$ cat src/rtl/mmm_pkg.sv
// Shared types and helpers for the Montgomery multiplier final-reduction stages.
package mmm_pkg;

    typedef enum logic [1:0] {
        ST_IDLE    = 2'b00,
        ST_COLLECT = 2'b01,
        ST_DECIDE  = 2'b10,
        ST_DRAIN   = 2'b11
    } state_t;

    localparam int DEF_K = 1024;
    localparam int DEF_W = 16;

    // Bits needed to index 'value' entries; never less than 1.
    function automatic int clogb2(input int value);
        int r;
        r = 0;
        for (int v = value - 1; v > 0; v = v >> 1) begin
            r++;
        end
        if (r == 0) begin
            r = 1;
        end
        return r;
    endfunction

endpackage

$ cat src/rtl/mmm_word_sub.sv
// Combinational W-bit A - B - bin producing {bout, diff}; chains LSW-first across words.
module mmm_word_sub #(
    parameter int W = 16
)(
    input  logic [W-1:0] i_a,
    input  logic [W-1:0] i_b,
    input  logic         i_bin,
    output logic [W-1:0] o_diff,
    output logic         o_bout
);

    logic [W:0] w_full;

    // A negative result wraps mod 2^(W+1), leaving the borrow in the top bit.
    assign w_full = {1'b0, i_a} - {1'b0, i_b} - {{W{1'b0}}, i_bin};
    assign o_diff = w_full[W-1:0];
    assign o_bout = w_full[W];

endmodule

$ cat src/rtl/mmm_result_collector.sv
// Collects the final PE's word-serial sum, optionally reduces S-M (MMM_FINAL_SUB_EN), drains LSW-first.
// Last word in -> one DECIDE cycle -> o_out_valid; the PE side has no backpressure, so a word arriving while busy raises o_overrun.
module mmm_result_collector
    import mmm_pkg::*;
#(
    parameter int K = DEF_K,
    parameter int W = DEF_W
)(
    input  logic         i_clk,
    input  logic         i_rst_n,
    input  logic [W-1:0] i_s_in,
    input  logic         i_s_valid,
    input  logic         i_s_top,
    input  logic [W-1:0] i_m_in,
    output logic [W-1:0] o_out_data,
    output logic         o_out_valid,
    input  logic         i_out_ready,
    output logic         o_busy,
    output logic         o_overrun
);

    localparam int N = K / W;
    localparam int IW = clogb2(N);
    localparam logic [IW-1:0] LAST_IDX = IW'(N - 1);

    state_t        r_state;
    state_t        w_state_nxt;
    logic [IW-1:0] r_idx;
    logic [IW-1:0] w_idx_nxt;
    logic [IW-1:0] w_widx;
    logic          r_busy;
    logic          r_overrun;
    logic          w_acc;
    logic [W-1:0]  w_out_word;
    logic [W-1:0]  r_s_buf [N];

    assign w_acc  = i_s_valid && ((r_state == ST_IDLE) || (r_state == ST_COLLECT));
    assign w_widx = (r_state == ST_IDLE) ? '0 : r_idx;

    always_comb begin
        w_state_nxt = r_state;
        w_idx_nxt   = r_idx;
        case (r_state)
            ST_IDLE: begin
                if (i_s_valid) begin
                    w_state_nxt = ST_COLLECT;
                    w_idx_nxt   = IW'(1);
                end
            end
            ST_COLLECT: begin
                if (i_s_valid) begin
                    if (r_idx == LAST_IDX) begin
                        w_state_nxt = ST_DECIDE;
                        w_idx_nxt   = '0;
                    end else begin
                        w_idx_nxt = r_idx + IW'(1);
                    end
                end
            end
            ST_DECIDE: begin
                w_state_nxt = ST_DRAIN;
                w_idx_nxt   = '0;
            end
            ST_DRAIN: begin
                if (i_out_ready) begin
                    if (r_idx == LAST_IDX) begin
                        w_state_nxt = ST_IDLE;
                        w_idx_nxt   = '0;
                    end else begin
                        w_idx_nxt = r_idx + IW'(1);
                    end
                end
            end
            default: begin
                w_state_nxt = ST_IDLE;
                w_idx_nxt   = '0;
            end
        endcase
    end

    always_ff @(posedge i_clk or negedge i_rst_n) begin
        if (!i_rst_n) begin
            r_state   <= ST_IDLE;
            r_idx     <= '0;
            r_busy    <= 1'b0;
            r_overrun <= 1'b0;
        end else begin
            r_state   <= w_state_nxt;
            r_idx     <= w_idx_nxt;
            r_busy    <= (w_state_nxt != ST_IDLE);
            r_overrun <= r_overrun | (i_s_valid && ((r_state == ST_DECIDE) || (r_state == ST_DRAIN)));
        end
    end

    always_ff @(posedge i_clk) begin
        if (w_acc) begin
            r_s_buf[w_widx] <= i_s_in;
        end
    end

`ifdef MMM_FINAL_SUB_EN
    logic [W-1:0] r_d_buf [N];
    logic         r_borrow;
    logic         r_top;
    logic         r_sel;
    logic         w_bin;
    logic         w_bout;
    logic [W-1:0] w_diff;

    assign w_bin = (r_state == ST_IDLE) ? 1'b0 : r_borrow;

    mmm_word_sub #(.W(W)) u_word_sub (
        .i_a    (i_s_in),
        .i_b    (i_m_in),
        .i_bin  (w_bin),
        .o_diff (w_diff),
        .o_bout (w_bout)
    );

    // Carry-out set means S >= 2^K > M, so the difference is taken regardless of the final borrow.
    always_ff @(posedge i_clk or negedge i_rst_n) begin
        if (!i_rst_n) begin
            r_borrow <= 1'b0;
            r_top    <= 1'b0;
            r_sel    <= 1'b0;
        end else begin
            if (w_acc) begin
                r_borrow <= w_bout;
            end
            if (w_acc && (r_state == ST_COLLECT) && (r_idx == LAST_IDX)) begin
                r_top <= i_s_top;
            end
            if (r_state == ST_DECIDE) begin
                r_sel <= r_top | ~r_borrow;
            end
        end
    end

    always_ff @(posedge i_clk) begin
        if (w_acc) begin
            r_d_buf[w_widx] <= w_diff;
        end
    end

    assign w_out_word = r_sel ? r_d_buf[r_idx] : r_s_buf[r_idx];
`else
    logic w_unused;

    assign w_unused   = ^{i_m_in, i_s_top};
    assign w_out_word = r_s_buf[r_idx];
`endif

    assign o_out_valid = (r_state == ST_DRAIN);
    assign o_out_data  = (r_state == ST_DRAIN) ? w_out_word : '0;
    assign o_busy      = r_busy;
    assign o_overrun   = r_overrun;

endmodule

$ cat config.mk
export PLATFORM = sky130hd
export DESIGN_NAME = mmm_result_collector
export DESIGN_NICKNAME = d
export VERILOG_FILES = /design/src/rtl/mmm_pkg.sv /design/src/rtl/mmm_word_sub.sv /design/src/rtl/mmm_result_collector.sv
export SDC_FILE = /design/constraint.sdc
export NUM_CORES = 1
export LEC_CHECK = 0
export CORE_ASPECT_RATIO = 0.6
export CORE_MARGIN = 4
export CORE_UTILIZATION = 47
export CTS_CLUSTER_SIZE = 28
export DETAILED_ROUTE_END_ITERATION = 8
export HOLD_SLACK_MARGIN = 0.1
export SYNTH_ARGS = -nofsm -noshare
export SYNTH_HDL_FRONTEND = slang
export SYNTH_SLANG_ARGS = --single-unit
$ cat constraint.sdc
create_clock -name i_clk -period 3.1 [get_ports i_clk]
set_input_delay 0.62 -clock i_clk [delete_from_list [all_inputs] [get_ports i_clk]]
set_output_delay 0.62 -clock i_clk [all_outputs]
set_load 0.01 [all_outputs]
* After elaboration in Yosys (flattened, before gate mapping) *
Memory sizes are Yosys's and may differ from the RTL's.
Cells that the tools add are included.

storage, ports and cells
  memory bits (writable) = 1024
  memories = 1
  register bits = 10
  bits in latches = 0
  word-level logic and storage cells = 36
  memory bits (read-only) = 0

memories
  memory   words  width  read ports  clocked after Yosys merged registers in  write ports  RTL line                    text
  r_s_buf  64     16     1           0                                        1            mmm_result_collector.sv:35  logic [W-1:0] r_s_buf [N];

operators by class
  eq/ne operators = 7
  reductions and logical operators = 7
  magnitude comparators = 0
  shift-type cells = 0
  multipliers = 0
  $add $sub $neg = 1
  multiplexer cells = 15
  div/mod/pow operators = 0
  bitwise gates (word level) = 1

operator list
  kind                                                                    number
  6-bit 2-to-1 mux                                                        5
  6-bit one-hot mux with 4 select lines                                   1
  16-bit 2-to-1 mux                                                       1
  2-bit 2-to-1 mux                                                        5
  2-bit one-hot mux with 4 select lines                                   1
  6-bit by 1-bit adder with 6-bit output (second input constant)          1
  6-bit equality test (second input constant)                             1
  2-bit equality test (second input constant)                             2
  2-bit != test (second input constant)                                   2
  3-bit AND reduction                                                     1
  2-bit by 1-bit equality test with 1-bit output (second input constant)  1
  1-bit logical AND                                                       2
  2-bit logical NOT                                                       1
  1-bit logical OR                                                        2
  1-bit 2-to-1 mux                                                        2
  2-bit by 1-bit != test with 1-bit output (second input constant)        1
  2-bit nonzero test                                                      1
  1-bit bitwise OR                                                        1

* Depth between registers and ports, before layout *
Gate-level depths: netlist of the first run.

  word-level depth = 5
  depth in mapped cells = 10
  mapped depth without buffers = 6

* Worst setup path after synthesis of the first run *
Ideal clock, no wire load.

  path type = reg2reg
  start = register r_idx[0]
  end = memory r_s_buf[29][0] (enable)
  arrival = 2404 ps
  required time = 2711 ps
  library setup time = 389 ps
  slack = 307 ps
  stages on the path, launching flop included = 10
  path through = dfrtp_1 buf_2 buf_6 buf_6 buf_6 buf_6 buf_2 and3b_1 nand3_1 nor2_1

on the way
  longest elaborated chain between the ends = 1

ends and longest elaborated chain
  element                 RTL line                    text
  from (decl)             mmm_result_collector.sv:28  logic [IW-1:0] r_idx;
  from (signal assigned)  mmm_result_collector.sv:89  r_idx <= w_idx_nxt;
  6-bit 2-to-1 mux        mmm_result_collector.sv:38  assign w_widx = (r_state == ST_IDLE) ? '0 : r_idx;
  to (decl)               mmm_result_collector.sv:35

No other way between the ends.

* Worst setup path in the final report of the first run *
  start = register r_idx[0]
  end = output port o_out_data[15]

on the way
  longest elaborated chain between the ends = 2

ends and longest elaborated chain
  element             RTL line                     text
  memory 64 x 16 bit  -
  16-bit 2-to-1 mux   mmm_result_collector.sv:154  assign o_out_data = (r_state == ST_DRAIN) ? w_out_word : '0;
  to (decl)           mmm_result_collector.sv:15   output logic [W-1:0] o_out_data,

No other way between the ends.

==> metrics, run 1 <==
#FFs+latches synth 1034; core area 83410 sq um; RSZ-0062 raised after global routing yes; Seq pwr share 38.7%; crit-path max FO 6; Max-slew headroom 27.39%; largest net degree at the start of global routing 65; main area contributors after synthesis edfxtp_1, mux4_2, o22ai_1; First-pass DRT Iterations 5; failing checks negative setup slack; Worst Setup End Kind output pin; Die Area 88990 sq um; Hold WS 0.2240 ns; post-layout instance area 47970 sq um; Buffers on Ports 38; slowest cell on the critical path dfrtp_4; power per cell area 861.0 nW/um^2; worst endpoint required time 2.48 ns; number of antenna diodes 0; fill count 5995; Final setup viols 16; Comb pwr share 34.3%; area delta synth->final 21.33%; Cells after Synth 1795; post-layout net count 2152; FF-to-FF End r_s_buf[28][12]; top cells by count, synth edfxtp_1, mux4_2, nor2_1, o22ai_1, clkbuf_1; TritonCTS clock tree built; root buf cell clkbuf_16; CP Class flop to output pin; via count 19795; reg-to-reg startpoint r_idx[1]; Max VDD drop 0.5424 mV; vias in the first global route 19869; Initial Util 47.40%; synth unique cells 37; area share of the largest cell type after synthesis 77.76%; Int Pwr 0.02897 W; row count 82; post-DP HPWL 62420 microns; Post-synth top flop edfxtp_1; status finished with violations; placed cell areas 43840 sq um; fin crit period 3.790 ns; residual DRC count 0; synthesized area 39540 sq um; ys async rst share 0.9671%; CP startpoint kind flop; Reg2Reg Depth 6; GR Util All Layers 22.88%; crit share post-route 122.2%; H-tree lvl count 3; final RePlAce weighted congestion 0.8112; Setup Slack @ Placement -0.5007 ns; min-delay src i_s_in[4]; reg-to-reg slack, setup 0.60 ns; clock share of power 27.0%; CP startpoint r_idx[0]; worst skew pair latency 0.68 ns; max_cap viols 0; Psw 0.01233 W; drt total wl 99810 microns; vias per cell 5.964; Worst Clk Skew 0.02140 ns; Hold Crit Class input port to flop; post-synth top area cell edfxtp_1; post-synthesis area per instance 22.03 sq um; Worst-path clk slew 0.06 ns; Die X 382.5 microns; Leak 15.29 nW; slowest stage delay, CP 0.51 ns; I/O pin total 56; Bufs on Longest Clock Path 3; final hold vios 0; EDFF count, synth 1024; hold path depth 1; Worst Hold End r_s_buf[14][4]; share of layout cells above drive strength 1 37.21%; synth warn 0; initial antenna violation count 0; worst-margin pin slew 1.089 ns; clk sinks 1034; Post-DRT Antenna Nets 0; most frequent cell after synthesis edfxtp_1; first-pass GRT wire length 144200 microns; Sw Ratio 29.86%; Final WS setup -0.6897 ns; Slew Viols, Final 0; DR WL/cell 30.07 microns; Synth Net Count 1833; Core Util, Final 57.52%; Die Ht 232.7 microns; worst path cell trace buf_6, buf_12, buf_12, buf_16, mux4_2, mux2_4, nand2_2, nand4_1, and3_4, buf_6; Iteration-0 DRC Markers 2329; Max Clk Rate 263.9 MHz; critical path arrival 3.17 ns; Hold Buf Count CTS 0; sequential area share after synthesis 78.40%; TritonCTS buffer count 90; Overflow after GRT 0
placed cells by master (no fill, tap or decap), types with 18 or more instances in the layout:
master / instances
nand4_1: 18
buf_4: 164
o22ai_1: 41
nand2_1: 20
buf_6: 38
clkbuf_16: 94
mux4_2: 240
o22ai_2: 19
edfxtp_1: 1024
buf_12: 91
clkbuf_1: 24
mux2i_1: 32
o21ai_0: 26
a22oi_1: 24
nor2_1: 64
worst max path at each step:
stage	endpoint	slack [ns]
finish	o_out_data[15]	-0.69
global route	o_out_data[3]	-0.76
CTS	o_out_data[3]	-0.76
detailed placement	o_out_data[12]	-0.50
global placement	o_out_data[15]	-0.47
floorplan	r_s_buf[29][0]	0.31
metrics by stage:
stage	total power (W)	std cells	TNS, ns
2_1_floorplan	0.02302	1795	0
3_3_place_gp	0.02829	3128	-6.367
3_5_place_dp	0.02843	3128	-6.569
4_1_cts	0.04135	3318	-10.47
5_1_grt	0.04300	3319	-11.17
6_report	0.04131	3319	-9.770
area by class of cell:
class,count,area (sq um),area share [%]
timing repair buffer,334,4084,8.513
multi-input combinational,653,8554,17.83
clock inverter,44,457.9,0.9545
clock buffer,119,2445,5.096
sequential,1034,31010,64.64
tap,1134,1419,2.958
inverter,1,3.754,0.007824
routing by layer:
| metal | vias to the layer above | wire length (microns) | global-route usage, % |
|---|---|---|---|
| li1 | 8283 | - | - |
| met1 | 10568 | 43080 | 33.78 |
| met2 | 832 | 43500 | 32.67 |
| met3 | 110 | 11340 | 8.815 |
| met4 | 2 | 1710 | 4.783 |
| met5 | - | 186 | 0 |
critical path: cells and delay by family (launching register included):
kind / cells / cell delay [ns]
buffers and inverters: 5 / 0.67
DFF: 1 / 0.51
muxes: 2 / 0.71
and+or+nand+nor: 3 / 0.60
sequential cells by signal, summed over array words and instances, names as in the netlist:
name,count
r_state,2
r_idx,6
o_overrun,1
o_busy,1
r_s_buf,1024
logic make-up (layout without fill, tap and decap cells):
logic type | count (synthesis) | in the layout | synth area share [%]
DFF | 1034 | 1034 | 78.40
AOI/OAI and AO/OA | 181 | 181 | 2.974
and+or+nand+nor | 183 | 183 | 2.218
adders and majority gates | 1 | 1 | 0.03164
muxes | 288 | 288 | 14.94
buffers and inverters | 108 | 498 | 1.443
power by group through the flow:
stage	clock [W]	combinational (W)	sequential [W]
6_report	0.0112	0.0142	0.0160
3_5_place_dp	0	0.0121	0.0163
3_3_place_gp	0	0.0120	0.0163
2_1_floorplan	0	0.00682	0.0162
4_1_cts	0.0114	0.0140	0.0160
5_1_grt	0.0121	0.0149	0.0160
timing repair:
item | CTS | global route
gates resized for setup | 225 | 36
buffers inserted | 18 | 4
gates cloned | 11 | 1
endpoints found under the setup margin | 16 | 16
endpoints found under the hold margin | 0 | 0
pin swaps | 36 | 17
(Power assumes the default switching activity.)
==> inputs of run 2 (changes only) <==
--- a/config.mk
+++ b/config.mk
@@ -5,11 +5,13 @@
 export SDC_FILE = /design/constraint.sdc
 export NUM_CORES = 1
 export LEC_CHECK = 0
+export CAP_MARGIN = 20
 export CORE_ASPECT_RATIO = 0.6
 export CORE_MARGIN = 4
 export CORE_UTILIZATION = 47
 export CTS_CLUSTER_SIZE = 28
 export DETAILED_ROUTE_END_ITERATION = 8
+export DONT_BUFFER_PORTS = 1
 export HOLD_SLACK_MARGIN = 0.1
 export SYNTH_ARGS = -nofsm -noshare
 export SYNTH_HDL_FRONTEND = slang
==> metrics, run 2 (synthesis gave the netlist of run 1 again) <==
status finished with violations (unchanged); failing checks negative setup slack (unchanged); number of flip-flops in the largest register 1024 (unchanged); TritonCTS clock tree built (unchanged); initial antenna violation count 1 (was 0); Die Ht 232.7 microns (unchanged); post-layout instance area 46500 sq um (was 47970 sq um); post-layout net count 2023 (was 2152); Sw Ratio 29.18% (was 29.86%); worst endpoint required time 2.48 ns (about the same); most common cell after layout, fill and taps aside edfxtp_1 (unchanged); clock share of power 29.2% (was 27.0%); Slew Viols, Final 0 (unchanged); power per cell area 856.4 nW/um^2 (was 861.0 nW/um^2); Seq pwr share 40.3% (was 38.7%); Hold Crit Class input port to flop (unchanged); Final setup viols 16 (unchanged); clk sinks 1034 (unchanged); Initial Util 47.40% (unchanged); Buffers on Ports 0 (was 38); drt total wl 95810 microns (was 99810 microns); H-tree lvl count 3 (unchanged); Psw 0.01162 W (was 0.01233 W); First-pass DRT Iterations 8 (was 5); post-DP HPWL 52970 microns (was 62420 microns); Hold WS 0.1711 ns (was 0.2240 ns); Iteration-0 DRC Markers 2408 (was 2329); Inst Count DP 2980 (was 3128); Bufs on Longest Clock Path 3 (unchanged); final RePlAce weighted congestion 0.8168 (was 0.8112); root buf cell clkbuf_16 (unchanged); most frequent cells in the layout edfxtp_1, mux4_2, buf_4 (unchanged); row count 82 (unchanged); GR Util All Layers 21.60% (was 22.88%); Worst-path clk slew 0.07 ns (was 0.06 ns); vias per cell 6.035 (was 5.964); overall power 0.03982 W (was 0.04131 W); RSZ-0062 raised after global routing yes (unchanged); vias in the first global route 19200 (was 19869); Overflow after GRT 0 (unchanged); Max VDD drop 0.6474 mV (was 0.5424 mV); critical path arrival 3.06 ns (was 3.17 ns); Int Pwr 0.02820 W (was 0.02897 W); largest register by flop count r_s_buf (unchanged); worst-margin pin slew 0.8812 ns (was 1.089 ns); crit share post-route 118.6% (was 122.2%); fin crit period 3.677 ns (was 3.790 ns); fill count 6159 (was 5995); first-pass GRT wire length 137100 microns (was 144200 microns); largest net degree at the start of global routing 97 (was 65); area delta synth->final 17.60% (was 21.33%); Max Clk Rate 272.0 MHz (was 263.9 MHz); worst skew pair latency 0.68 ns (about the same); crit-path max FO 8 (was 6); Comb pwr share 30.5% (was 34.3%); Worst Setup End Kind output pin (unchanged); Die Area 88990 sq um (unchanged); Leak 14.61 nW (was 15.29 nW); Final WS setup -0.5769 ns (was -0.6897 ns); via count 19288 (was 19795); CP Class flop to output pin (unchanged); DR WL/cell 29.98 microns (was 30.07 microns); final hold vios 0 (unchanged); share of layout cells above drive strength 1 32.39% (was 37.21%); placed cell areas 41990 sq um (was 43840 sq um); CP startpoint kind flop (unchanged); Largest regs r_s_buf (1024), r_idx (6), r_state (2) (unchanged); Die X 382.5 microns (unchanged); I/O pin total 56 (unchanged); residual DRC count 0 (unchanged); Worst Clk Skew 0.02896 ns (was 0.02140 ns); TritonCTS buffer count 90 (unchanged); max_cap viols 0 (unchanged); fin cells 3196 (was 3319); Post-DRT Antenna Nets 0 (unchanged); Max-slew headroom 41.11% (was 27.39%); core area 83410 sq um (unchanged); TNS Setup -8.141 ns (was -9.770 ns)
[run 2: worst paths after layout]
path / startpoint / end / slack, ns / depth (start not counted)
setup reg to reg: r_idx[1] / r_s_buf[7][11] / 0.34 / 6
hold / removal: i_s_valid / r_state[1] / 0.17 / 2
max in group asynchronous: i_rst_n / r_idx[1] / 2.33 / 1
setup / recovery: r_idx[0] / o_out_data[0] / -0.58 / 8
hold reg to reg: o_overrun / o_overrun / 0.54 / 1
min in group asynchronous: i_rst_n / o_overrun / 0.36 / 1
[run 2: worst max-delay path, cell delays in order, from the launching register on]
cell	delay, ns
dfrtp_4	0.43
buf_12	0.17
buf_12	0.17
buf_12	0.12
mux4_2	0.51
o22ai_4	0.20
or3_4	0.18
nand4_1	0.27
and3_4	0.28
[run 2: final cells by class]
type	count	area (sq um)	share of cell area [%]
sequential	1034	31010	66.69
antenna	3	7.507	0.01614
inverter	1	3.754	0.008072
tap	1134	1419	3.051
clock inverter	60	675.6	1.453
clock buffer	106	2355	5.064
timing repair buffer	205	2620	5.634
multi-input combinational	653	8409	18.08
[run 2: repair_timing]
item,in CTS,in global routing
gates cloned,5,4
hold buffers,19,0
buffers inserted,10,9
endpoints found under the hold margin,1038,0
resized for setup,79,67
pin swaps,5,16
setup endpoints to repair,16,16
[run 2: stage by stage]
step / setup WS (ns) / util, %
after CTS: -0.6267 / 55.23
after detailed placement: -0.05147 / 50.34
final: -0.5769 / 55.75
after global routing: -0.6492 / 55.74
after global placement: -0.03286 / 50.34
after floorplan: 0.3073 / -
[run 2: power by group through the flow]
stage	clock network (W)	logic, W	registers (W)
3_5_place_dp	0	0.0103	0.0164
2_1_floorplan	0	0.00682	0.0162
3_3_place_gp	0	0.0102	0.0163
6_report	0.0116	0.0122	0.0161
4_1_cts	0.0118	0.0116	0.0160
5_1_grt	0.0125	0.0129	0.0161
[run 2: routing by layer]
layer | up-vias | GRT usage [%] | routed length [microns]
met5 | - | 0 | 0
met4 | 0 | 5.164 | 1944
met3 | 127 | 5.797 | 8765
met2 | 787 | 30.93 | 42120
met1 | 10348 | 33.26 | 42980
li1 | 8026 | - | -
